==> src/rtl/alu_share_arbiter.sv <==
// alu_share_arbiter: shares one combinational ALU between two valid/ready
// requesters. Each granted request registers its op and operands into the ALU
// and holds them for a per-op occupancy. The arbiter then returns one
// registered response, tagged with the id of the winning port.
// Optional build macro: ALU_ARB_FIXED_PRIO_EN gives port 0 strict priority
// instead of round-robin.
module alu_share_arbiter #(
    parameter int unsigned MUL_LAT   = 3,
    parameter int unsigned OTHER_LAT = 1
) (
    input  logic        clk_i,
    input  logic        rst_i,
    input  logic        req0_valid_i,
    output logic        req0_ready_o,
    input  logic [2:0]  req0_op_i,
    input  logic [31:0] req0_a_i,
    input  logic [31:0] req0_b_i,
    input  logic        req1_valid_i,
    output logic        req1_ready_o,
    input  logic [2:0]  req1_op_i,
    input  logic [31:0] req1_a_i,
    input  logic [31:0] req1_b_i,
    output logic [31:0] alu_in0_o,
    output logic [31:0] alu_in1_o,
    output logic [2:0]  alu_op_o,
    input  logic [31:0] alu_out_i,
    input  logic        alu_zero_i,
    output logic        resp_valid_o,
    input  logic        resp_ready_i,
    output logic [31:0] resp_data_o,
    output logic        resp_zero_o,
    output logic        resp_id_o,
    output logic        busy_o
);

    localparam logic [2:0] OP_MUL    = 3'b010;
    localparam logic [2:0] OP_NOP    = 3'b011;
    // The counter is loaded with occupancy-1, so EXEC lasts exactly LAT cycles
    localparam logic [3:0] MUL_CNT   = 4'(MUL_LAT - 1);
    localparam logic [3:0] OTHER_CNT = 4'(OTHER_LAT - 1);

    typedef enum logic [1:0] {
        ST_IDLE = 2'd0,
        ST_EXEC = 2'd1,
        ST_RESP = 2'd2
    } state_t;

    state_t      state_q, state_d;
    logic [3:0]  cnt_q, cnt_d;
    logic        grant0, grant1, grant_any;
    logic [2:0]  sel_op;
    logic [31:0] sel_a, sel_b;
    logic [31:0] in0_q, in1_q;
    logic [2:0]  op_q;
    logic [31:0] rdata_q;
    logic        rzero_q;
    logic        id_q;

`ifdef ALU_ARB_FIXED_PRIO_EN
    // Strict priority: port 1 only wins when port 0 is idle
    always_comb begin
        grant0 = (state_q == ST_IDLE) && req0_valid_i;
        grant1 = (state_q == ST_IDLE) && req1_valid_i && !req0_valid_i;
    end
`else
    logic last_grant_q, last_grant_d;

    // Round-robin: on contention the port that did not win last time is served
    always_comb begin
        grant0 = (state_q == ST_IDLE) && req0_valid_i && (!req1_valid_i || last_grant_q);
        grant1 = (state_q == ST_IDLE) && req1_valid_i && (!req0_valid_i || !last_grant_q);
        last_grant_d = (grant0 || grant1) ? grant1 : last_grant_q;
    end

    // Last-grant register; resets to port 1 so port 0 wins the first tie
    always_ff @(posedge clk_i or negedge rst_i) begin
        if (!rst_i) last_grant_q <= 1'b1;
        else        last_grant_q <= last_grant_d;
    end
`endif

    // Mux the winning port's request onto the capture path
    always_comb begin
        grant_any = grant0 || grant1;
        sel_op    = grant1 ? req1_op_i : req0_op_i;
        sel_a     = grant1 ? req1_a_i  : req0_a_i;
        sel_b     = grant1 ? req1_b_i  : req0_b_i;
    end

    // FSM state register and occupancy counter
    always_ff @(posedge clk_i or negedge rst_i) begin
        if (!rst_i) begin
            state_q <= ST_IDLE;
            cnt_q   <= 4'd0;
        end else begin
            state_q <= state_d;
            cnt_q   <= cnt_d;
        end
    end

    // FSM next state: grant, hold the ALU for its occupancy, then wait for the consumer
    always_comb begin
        state_d = state_q;
        cnt_d   = cnt_q;
        case (state_q)
            ST_IDLE: begin
                if (grant_any) begin
                    state_d = ST_EXEC;
                    cnt_d   = (sel_op == OP_MUL) ? MUL_CNT : OTHER_CNT;
                end
            end
            ST_EXEC: begin
                if (cnt_q == 4'd0) state_d = ST_RESP;
                else               cnt_d   = cnt_q - 4'd1;
            end
            ST_RESP: begin
                if (resp_ready_i) state_d = ST_IDLE;
            end
            default: state_d = ST_IDLE;
        endcase
    end

    // FSM outputs; readies are gated by reset so nothing is accepted while held
    always_comb begin
        req0_ready_o = rst_i && grant0;
        req1_ready_o = rst_i && grant1;
        busy_o       = (state_q != ST_IDLE);
        resp_valid_o = (state_q == ST_RESP);
    end

    // Operand/op capture on grant and result capture on the last EXEC cycle
    always_ff @(posedge clk_i or negedge rst_i) begin
        if (!rst_i) begin
            in0_q   <= 32'd0;
            in1_q   <= 32'd0;
            op_q    <= OP_NOP;
            id_q    <= 1'b0;
            rdata_q <= 32'd0;
            rzero_q <= 1'b0;
        end else begin
            if (grant_any) begin
                in0_q <= sel_a;
                in1_q <= sel_b;
                op_q  <= sel_op;
                id_q  <= grant1;
            end
            if ((state_q == ST_EXEC) && (cnt_q == 4'd0)) begin
                rdata_q <= alu_out_i;
                rzero_q <= alu_zero_i;
            end
        end
    end

    assign alu_in0_o   = in0_q;
    assign alu_in1_o   = in1_q;
    assign alu_op_o    = op_q;
    assign resp_data_o = rdata_q;
    assign resp_zero_o = rzero_q;
    assign resp_id_o   = id_q;

endmodule
==> config.mk <==
export PLATFORM = sky130hd
export DESIGN_NAME = alu_share_arbiter
export DESIGN_NICKNAME = d
export VERILOG_FILES = /design/src/rtl/alu_share_arbiter.sv
export SDC_FILE = /design/constraint.sdc
export NUM_CORES = 1
export LEC_CHECK = 0
export BUFFER_PORTS_ARGS = -buffer_cell sky130_fd_sc_hd__clkbuf_2
export CORE_ASPECT_RATIO = 1.25
export CORE_MARGIN = 10
export CORE_UTILIZATION = 44
export CTS_CLUSTER_DIAMETER = 40
export DETAILED_ROUTE_END_ITERATION = 7
export PLACE_DENSITY_LB_ADDON = 0.2
export SLEW_MARGIN = 20
export SYNTH_ARGS = -nofsm -noshare
export SYNTH_HDL_FRONTEND = slang
export SYNTH_SLANG_ARGS = --single-unit
==> constraint.sdc <==
create_clock -name clk_i -period 1.9 [get_ports clk_i]
set_input_delay 0.38 -clock clk_i [delete_from_list [all_inputs] [get_ports clk_i]]
set_output_delay 0.38 -clock clk_i [all_outputs]
set_load 0.1 [all_outputs]
# --- Word-level counts from Yosys, hierarchy flattened ---
# Cells that the tools add are included.
word_totals:
  word_cells: 47
  out_inout_bits: 105
  regBits: 108
op_classes:
  muxes: 11
  reduce_logical: 19
  add_sub_neg: 1
  n_eq_ne: 7
ops:
  columns: ["operator", "count"]
  rows:
  - ["$mux 32", 2]
  - ["$mux 2", 4]
  - ["$mux 4", 2]
  - ["$pmux 4 s2", 1]
  - ["$logic_and 1x1->1", 7]
  - ["$ne 2x2->1 const B", 3]
  - ["$pmux 2 s3", 1]
  - ["$reduce_and 3->1", 2]
  - ["$logic_not 4->1", 1]
  - ["$reduce_bool 2->1", 2]
  - ["$sub 4x1->4 const B", 1]
  - ["$eq 3x2->1 const B", 1]
  - ["$logic_not 1->1", 3]
  - ["$logic_or 1x1->1", 3]
  - ["$mux 3", 1]
  - ["$eq 2x1->1 const B", 1]
  - ["$eq 2x2->1 const B", 1]
  - ["$logic_not 2->1", 1]
  - ["$ne 2x1->1 const B", 1]

# --- Depth between registers and ports, before layout ---
# Gate-level depths: netlist of the first run.
logic_depth:
  ltp_word: 8
  depth_mapped: 7

# --- Worst setup path before layout of the first run ---
# OpenSTA, ideal clock, no wires.
synth_timing:
  path_type: "register to output"
  from: "reg state_q[1]"
  to: "out req0_ready_o"
  required_ps: 1520
  stages_incl_launch_ff: 4
  arrival_ps: 1901
  slack_ps: -381
  path_cell_list: "dfrtp_1 -> nor2_4 -> nand2_1 -> nor2_1"
synth_via:
  elab_chain_len: 4
synth_lines:
  columns: ["element", "line_no", "rtl"]
  rows:
  - ["from (decl)", "48", "state_t state_q, state_d;"]
  - ["from (signal assigned)", "96", "state_q <= state_d;"]
  - ["$logic_not 2->1", "70", "grant0 = (state_q == ST_IDLE) && req0_valid_i && (!req1_valid_i || last_grant_q);"]
  - ["$logic_and 1x1->1 (2 in a row)", "70", null]
  - ["$logic_and 1x1->1", "125", "req0_ready_o = rst_i && grant0;"]
  - ["to (decl)", "14", "output logic req0_ready_o,"]
# Every way passes these cells.

# --- Worst setup path after layout of the first run ---
layout_timing:
  from: "reg last_grant_q"
  to: "out req1_ready_o"
layout_via:
  elab_chain_len: 4
layout_lines:
  columns: ["element", "line_no", "rtl"]
  rows:
  - ["from (decl)", "66", "logic last_grant_q, last_grant_d;"]
  - ["from (signal assigned)", "78", "else last_grant_q <= last_grant_d;"]
  - ["$logic_not 1->1", "71", "grant1 = (state_q == ST_IDLE) && req1_valid_i && (!req0_valid_i || !last_grant_q);"]
  - ["$logic_or 1x1->1", "71", null]
  - ["$logic_and 1x1->1", "71", null]
  - ["$logic_and 1x1->1", "126", "req1_ready_o = rst_i && grant1;"]
  - ["to (decl)", "19", "output logic req1_ready_o,"]
# Every way passes these cells.

==> results of run 1 <==
[stage by stage]
step                setup slack (ns)  hold slack (ns)
floorplan                     0.0691           0.0844
global placement               0.314            0.457
detailed placement             0.296            0.475
CTS                          0.00757            0.182
global route                 0.00738            0.215
finish                        0.0628            0.121
[logic make-up (layout without fill, tap and decap cells)]
logic type / after synthesis / count (layout) / share of synthesized area, %
adder cells (fa/ha/maj): 1 / 1 / 0.268
flip-flops: 108 / 108 / 57.9
AO/OA/AOI/OAI: 139 / 139 / 15.0
multiplexers: 36 / 36 / 8.59
AND/OR/NAND/NOR: 163 / 163 / 14.2
buffers and inverters: 37 / 312 / 3.99
[cell usage in the layout (no fill, tap or decap), types with 2 or more instances in the layout]
master and count:
buf_4 12, dfrtp_1 105, dfstp_2 3, clkbuf_16 9, buf_12 8, a21oi_1 134, nand2b_1 2, clkbuf_8 4
nand2_2 2, o21ai_0 3, nor3b_1 2, clkbuf_2 271, mux2i_1 3, inv_1 4, nand2_1 76, mux2_2 33
nor2_1 68, nor2_4 2
[sequential cells by signal, indices dropped and copies added, names as in the netlist]
register      count
alu_in1_o        32
resp_id_o         1
state_q           2
resp_data_o      32
alu_op_o          3
last_grant_q      1
resp_zero_o       1
cnt_q             4
alu_in0_o        32
[area by class of cell]
cell class / instances / share of cell area, %
Clock inverter: 3 / 0.641
Sequential cell: 108 / 40.8
Tap cell: 132 / 2.49
Timing Repair Buffer: 291 / 24.2
Multi-Input combinational cell: 339 / 27.4
Inverter: 5 / 0.283
Clock buffer: 13 / 4.22
[worst max-delay path: stages, from the launching register on]
cell and delay [ns]:
dfstp_2 0.55, nand2_2 0.06, and3_4 0.19, and2_4 0.16, buf_12 0.16
[routing by layer]
metal | global-route usage (%) | vias up | routed length (um)
met3 | 7.98 | 21 | 1640
met4 | 7.56 | 0 | 324
met1 | 20.8 | 2083 | 5710
met2 | 32.8 | 198 | 7760
li1 | - | 2155 | -
met5 | 0 | - | 0
[path summary, 6_finish.rpt]
kind                              startpoint            to  slack (ns)  cells after the start
worst max-delay path            last_grant_q  req1_ready_o        0.06                      4
worst min-delay path                   rst_i  alu_in1_o[2]        0.12                      2
worst max register to register      cnt_q[0]      cnt_q[3]        0.27                      6
worst min register to register  last_grant_q  last_grant_q        0.49                      2
max in group asynchronous              rst_i    state_q[1]        1.29                      2
min in group clk_i              req0_op_i[0]   alu_op_o[0]        0.25                      3
[what timing repair did]
item,CTS,global route
resized for setup,1,1
setup endpoints to repair,1,1
buffers inserted,2,2
pin swaps,1,0
==> flow_summary.toml, run 1 <==
[detailed_routing]
routed_wire_per_std_cell_um = 17.3
via_per_inst = 5.00
drt_iter0_drc = 279
postRouteAntennaNets = 0
route.vias.total = 4457
detail_route.first_pass.iterations = 4
drc = 0
routed_wirelength_um = 15400

[clock_tree]
clock-root-buffer = "clkbuf_16"
cts-buffers-inserted = 9
postCtsHoldBufs = 0
htree_levels = 3
tritoncts_clock_tree = "built"
clock_latency_ns = 0.34
cts_sinks = 108
clk_pin_slew_ns = 0.07
max-clock-path-buffers = 2

[logic_synthesis]
synthesis.area_sq_um = 4680
synth.avg_cell_area_sq_um = 9.66
netlist-cell-type-count = 30
largest_area_contributor_in_the_synthesized_netlist = "dfrtp_1"
yosysWarningCount = 0
synth.area.top_cells = "dfrtp_1 (56%), a21oi_1 (14%), mux2_2 (7.9%), nand2_1 (6.2%), nor2_1 (5.5%)"
count_of_flip_flops_with_a_built_in_enable_after_synthesis = 0
netlist.area_leader.share_pct = 56.2
instance_count_of_the_mapped_netlist = 484
ys_ff_latch = 108
synthesis.nets = 657
synth_async_sr_flop_share_pct = 100
post-synth-top-count-cell = "a21oi_1"
synth_sequential_area_ratio_pct = 57.9
yosys_most_used_dff = "dfrtp_1"
synth_common_cells = "a21oi_1 (134), dfrtp_1 (105), nand2_1 (77)"

[outcome]
status = "finished clean"

[job]
maxCapViolCount = 0

[global_routing]
grt_pass1_vias = 4633
grt_use_total_pct = 19.2
grt_max_degree = 109
global_route.overflow_total = 0
grt_pass1_wl_um = 23700
initial_antenna_violation_count = 1

[sta]
finalSetupViolations = 0
timing.max_slew.rel_slack_pct = 60.2
fin_crit_sh_pct = 96.7
worst_slew_pin_slew_ns = 0.597
period_needed_ns = 1.84
totalNegativeSetupSlack_ns = 0
final-max-slew-violation-count = 0
fin_worst_skew_ns = 0.00917
hold_violations = 0
maxClockFrequency_mhz = 544
grt_setup_unrepaired = "no"

[finish]
final-instance-count-excl-fill = 891
post-route-cell-area_sq_um = 6640
antennaDiodeCount = 0
final-seq-area_sq_um = 2710
multi_input_area_sq_um = 1820
area_growth_syn_to_layout_pct = 41.9
post_route_cells_drive_above_1_share_pct = 46.8
final_core_util_pct = 63.1
nNetsFinal = 927
nFillCells = 886

[placed_design]
place.detailed.instances = 871
detailed_place_hpwl_um = 12000
gp_routability_congestion = 0.804
dpl_cell_area_sq_um = 6280
io_buffers = 276

[critical_path]
timing.critical_path.arrival_ns = 1.46
timing.setup.critical_path_class = "flip-flop to output pin"
worst_endpoint_required_time_ns = 1.52
crit_path_start_kind = "flip-flop"
end_kind = "output pin"
worst_path_maximum_fanout = 3

[floorplan]
floorplan.die.height_um = 135
floorplan.io_pins = 277
floorplan.core_area_sq_um = 10500
rows = 42
floorplan.die_area_sq_um = 15200
initial_utilization_pct = 44.5
die_x_um = 112

[hold_path]
timing.hold.worst.class = "input port to asynchronous set/reset pin"
Power of run 1 is not shown: default switching activity piles up to over one toggle a cycle in this logic, so the estimate is an artifact.
==> run 2: changes to the inputs <==
--- a/config.mk
+++ b/config.mk
@@ -11,6 +11,7 @@
 export CORE_UTILIZATION = 44
 export CTS_CLUSTER_DIAMETER = 40
 export DETAILED_ROUTE_END_ITERATION = 7
+export GPL_TIMING_DRIVEN = 0
 export PLACE_DENSITY_LB_ADDON = 0.2
 export SLEW_MARGIN = 20
 export SYNTH_ARGS = -nofsm -noshare
==> run 2 against run 1 <==
Against the previous run: critical path depth unchanged; routed wire length increased by 4.9%; hold slack got worse by 0.10 ns; highest routed layer unchanged.
==> flow_summary.toml, run 2 (synthesized netlist as in run 1, its figures left out) <==
[outcome]
status = "finished clean"

[clock_tree]
cts_sinks = 108
clk_pin_slew_ns = 0.07
clock-root-buffer = "clkbuf_16"
clock_latency_ns = 0.35
htree_levels = 3
tritoncts_clock_tree = "built"
max-clock-path-buffers = 2
cts-buffers-inserted = 9

[critical_path]
worstSetupEndpoint = "busy_o"
timing.critical_path.arrival_ns = 1.45
timing.setup.critical_path_class = "flip-flop to output pin"
critical_path.reg2reg.startpoint = "state_q[1]"
worst-r2r-cell-count = 6
ff2ff_setup_slack_ns = 0.13
first_element_of_the_critical_path = "state_q[1]"
reg2reg_to = "alu_in1_o[4]"
worst_endpoint_required_time_ns = 1.52
crit_path_start_kind = "flip-flop"
worst_path_maximum_fanout = 4
end_kind = "output pin"

[finish]
layout.cells.most_common = "clkbuf_2"
final-instance-count-excl-fill = 911
nFillCells = 935
post_route_cells_drive_above_1_share_pct = 46.3
area_growth_syn_to_layout_pct = 42.7
multi_input_area_sq_um = 1800
final-seq-area_sq_um = 2710
layout_common_cells = "clkbuf_2 (274), a21oi_1 (134), dfrtp_1 (105)"
nNetsFinal = 947
antennaDiodeCount = 0

[floorplan]
rows = 42
initial_utilization_pct = 44.5
floorplan.io_pins = 277
floorplan.die.height_um = 135
die_x_um = 112
floorplan.die_area_sq_um = 15200
floorplan.core_area_sq_um = 10500

[sta]
finalSetupViolations = 0
grt_setup_unrepaired = "no"
timing.max_slew.rel_slack_pct = 53.2
fin_crit_sh_pct = 96.1
worst_slew_pin_slew_ns = 0.698
final-max-slew-violation-count = 0
maxClockFrequency_mhz = 548
period_needed_ns = 1.83
fin_worst_skew_ns = 0.0105
hold_violations = 0

[detailed_routing]
route.vias.total = 4625
postRouteAntennaNets = 0
drt_iter0_drc = 216
routed_wirelength_um = 16200
via_per_inst = 5.08
routed_wire_per_std_cell_um = 17.8
detail_route.first_pass.iterations = 4
drc = 0

[global_routing]
global_route.overflow_total = 0
grt_pass1_vias = 4793
grt_use_total_pct = 20.6
globalRouteMet2Util_pct = 33.9
grt_max_degree = 41
initial_antenna_violation_count = 0
busiest_layer = "met2"
met3_track_usage_gr_pct = 9.04
grt.met1_usage_pct = 22.0
grt_pass1_wl_um = 25200

[placed_design]
gp_routability_congestion = 0.928
io_buffers = 276
detailed_place_hpwl_um = 13000
place.detailed.instances = 893

[job]
maxCapViolCount = 0

[hold_path]
timing.hold.worst.class = "input port to asynchronous set/reset pin"
==> run 2: changes by cell type in the layout (fill, tap and decap cells not counted), moves of 2 or more <==
| cell | change |
|---|---|
| clkbuf_1 | +13 |
| buf_2 | +11 |
| buf_12 | -6 |
| buf_4 | -4 |
| clkbuf_2 | +3 |
| clkbuf_8 | -3 |
| clkinv_4 | +3 |
| clkbuf_16 | +2 |
==> run 2: how the worst min path moves through the flow <==
stage | startpoint | endpoint | slack, ns | depth (start not counted)
after floorplan | rst_i | alu_in0_o[0] | 0.08 | 0
after global placement | last_grant_q | last_grant_q | 0.45 | 2
after detailed placement | rst_i | alu_in1_o[2] | 0.33 | 1
after CTS | rst_i | alu_in0_o[1] | 0.02 | 2
after global routing | rst_i | alu_in0_o[25] | 0.03 | 2
final | rst_i | alu_in1_o[2] | 0.02 | 2
==> run 2: cell type report <==
class / instances / share of cell area, %
Clock inverter: 5 / 0.919
Tap cell: 132 / 2.47
Multi-Input combinational cell: 339 / 26.9
Timing Repair Buffer: 282 / 23.1
Sequential cell: 108 / 40.6
Buffer: 29 / 2.14
Clock buffer: 11 / 3.64
Inverter: 5 / 0.281
==> run 2: layer usage <==
layer  vias to the layer above  part of all wire, %
met3                        40                   11
met4                         0                  4.1
met5                         -                    0
li1                       2200                    -
met2                       215                   49
met1                      2170                   36
==> run 2: critical path, cell delays in order, from the launching register on <==
cell and delay [ns]:
dfrtp_1 0.40, nor2_4 0.05, buf_4 0.15, inv_2 0.06, buf_2 0.44
==> run 2: repair_timing <==
item	in CTS	in global routing
hold buffers	1	0
setup endpoints to repair	2	11
cloned	1	0
gates resized for setup	10	8
buffers inserted	3	0
pin swaps	3	2
hold endpoints to repair	40	0
==> run 2: stage by stage <==
stage	area [sq um]	hold WS [ns]	setup TNS, ns	worst slack (ns)	util [%]
3_5_place_dp	6260	0.326	-0.736	-0.360	59.6
6_report	6670	0.0179	0	0.0742	63.5
3_3_place_gp	6230	0.454	-114.20	-1.97	59.3
5_1_grt	6670	0.0298	0	0.00553	63.5
2_1_floorplan	4680	0.0844	0	0.0691	-
4_1_cts	6670	0.0198	-0.0293	-0.0284	63.5
Power of run 2 is left out for the same reason.
==> run 3: changes to the inputs <==
--- a/config.mk
+++ b/config.mk
@@ -5,12 +5,13 @@
 export SDC_FILE = /design/constraint.sdc
 export NUM_CORES = 1
 export LEC_CHECK = 0
-export BUFFER_PORTS_ARGS = -buffer_cell sky130_fd_sc_hd__clkbuf_2
+export CAP_MARGIN = 5
 export CORE_ASPECT_RATIO = 1.25
 export CORE_MARGIN = 10
-export CORE_UTILIZATION = 44
+export CORE_UTILIZATION = 55
 export CTS_CLUSTER_DIAMETER = 40
 export DETAILED_ROUTE_END_ITERATION = 7
+export DONT_BUFFER_PORTS = 1
 export GPL_TIMING_DRIVEN = 0
 export PLACE_DENSITY_LB_ADDON = 0.2
 export SLEW_MARGIN = 20
==> run 3 against run 2 <==
Against the previous run: the run now ends with negative hold slack, negative setup slack left; die area fell by 17%; flip-flop and latch count is the same; sequential share of layout area up 13 points; critical endpoint is now req0_ready_o.
==> flow_summary.toml, run 3 (synthesized netlist as in run 1, its figures left out) <==
[outcome]
violations = "negative hold slack, negative setup slack"
status = "finished with violations"

[placed_design]
detailed_place_hpwl_um = 11500
io_buffers = 0
dpl_cell_area_sq_um = 4800
detailedPlace.worstSlack_ns = -0.0850
gp_routability_congestion = 0.782

[sta]
worst_slew_pin_slew_ns = 0.985
finalSetupViolations = 2
period_needed_ns = 2.01
grt_setup_unrepaired = "yes"
hold_violations = 108
fin_worst_skew_ns = 0.0127
final_critical_path_setup_slack_ns = -0.107
whs_ns = -0.307
totalNegativeSetupSlack_ns = -0.157
fin_crit_sh_pct = 106
timing.max_slew.rel_slack_pct = 34.4
maxClockFrequency_mhz = 498
final-max-slew-violation-count = 0

[floorplan]
die_x_um = 102
initial_utilization_pct = 56.4
floorplan.die.height_um = 123
rows = 37
floorplan.die_area_sq_um = 12600
floorplan.io_pins = 277
floorplan.core_area_sq_um = 8290

[global_routing]
grt_pass1_wl_um = 20700
grt_pass1_vias = 3710
grt_use_total_pct = 21.5
grt_max_degree = 111
initial_antenna_violation_count = 0
global_route.overflow_total = 0

[critical_path]
timing.critical_path.arrival_ns = 1.63
timing.setup.critical_path_class = "flip-flop to output pin"
worst_path_maximum_fanout = 4
end_kind = "output pin"
worst_endpoint_required_time_ns = 1.52
crit_path_start_kind = "flip-flop"

[job]
maxCapViolCount = 0

[detailed_routing]
drt_iter0_drc = 159
detail_route.first_pass.iterations = 4
postRouteAntennaNets = 0
routed_wire_per_std_cell_um = 24.3
route.vias.total = 3611
via_per_inst = 5.99
drc = 0
routed_wirelength_um = 14700

[clock_tree]
cts_sinks = 108
clock_latency_ns = 0.37
htree_levels = 3
max-clock-path-buffers = 2
clk_pin_slew_ns = 0.10
cts-buffers-inserted = 9
tritoncts_clock_tree = "built"
clock-root-buffer = "clkbuf_8"

[finish]
layout.cells.most_common = "a21oi_1"
final_core_util_pct = 61.2
nFillCells = 700
post-route-cell-area_sq_um = 5070
antennaDiodeCount = 0
post_route_cells_drive_above_1_share_pct = 18.4
nNetsFinal = 676
area_growth_syn_to_layout_pct = 8.43
layout_common_cells = "a21oi_1 (134), dfrtp_1 (105), nand2_1 (76)"

[hold_path]
timing.hold.worst.class = "input port to asynchronous set/reset pin"
run 3: worst paths after layout:
kind                                   start            end  slack, ns  cells after the start
worst max register to register    state_q[1]  alu_in1_o[25]       0.04                      8
min in group clk_i              req0_op_i[0]    alu_op_o[0]       0.11                      2
worst max-delay path              state_q[1]   req0_ready_o      -0.11                      4
max in group asynchronous              rst_i   last_grant_q       1.94                      0
worst min register to register  last_grant_q   last_grant_q       0.47                      2
worst min-delay path                   rst_i  alu_in1_o[29]      -0.31                      0
run 3: worst max-delay path, stage by stage, from the launching register on:
cell and delay (ns):
dfrtp_1 0.42, nor2_4 0.14, buf_6 0.13, nand2_4 0.05, nor2_4 0.52
run 3: layout make-up:
| class | instances | area, sq um | share of cell area, % |
|---|---|---|---|
| Buffer | 29 | 148 | 2.91 |
| Clock buffer | 12 | 165 | 3.26 |
| Clock inverter | 2 | 10.0 | 0.197 |
| Inverter | 5 | 22.5 | 0.444 |
| Multi-Input combinational cell | 339 | 1810 | 35.7 |
| Sequential cell | 108 | 2710 | 53.4 |
| Tap cell | 97 | 121 | 2.39 |
| Timing Repair Buffer | 11 | 86.3 | 1.70 |
run 3: timing repair:
action                                  in CTS  in global routing
resized for setup                            9                 13
endpoints found under the setup margin      21                 47
endpoints found under the hold margin      108                108
pin swaps                                    3                  6
buffers inserted                             3                  8
run 3: stage by stage:
stage,hold WS (ns),cells
after floorplan,0.0844,484
after global placement,0.0894,581
after detailed placement,0.0892,581
after CTS,-0.321,597
after global routing,-0.327,603
final,-0.307,603
run 3: routing by layer:
metal	track usage, %	wire length, um	vias up
met5	0	0	-
met2	37.6	7460	194
met4	8.66	376	0
met1	20.7	4780	1737
li1	-	-	1654
met3	11.1	2040	26
Power of run 3 is left out for the same reason.
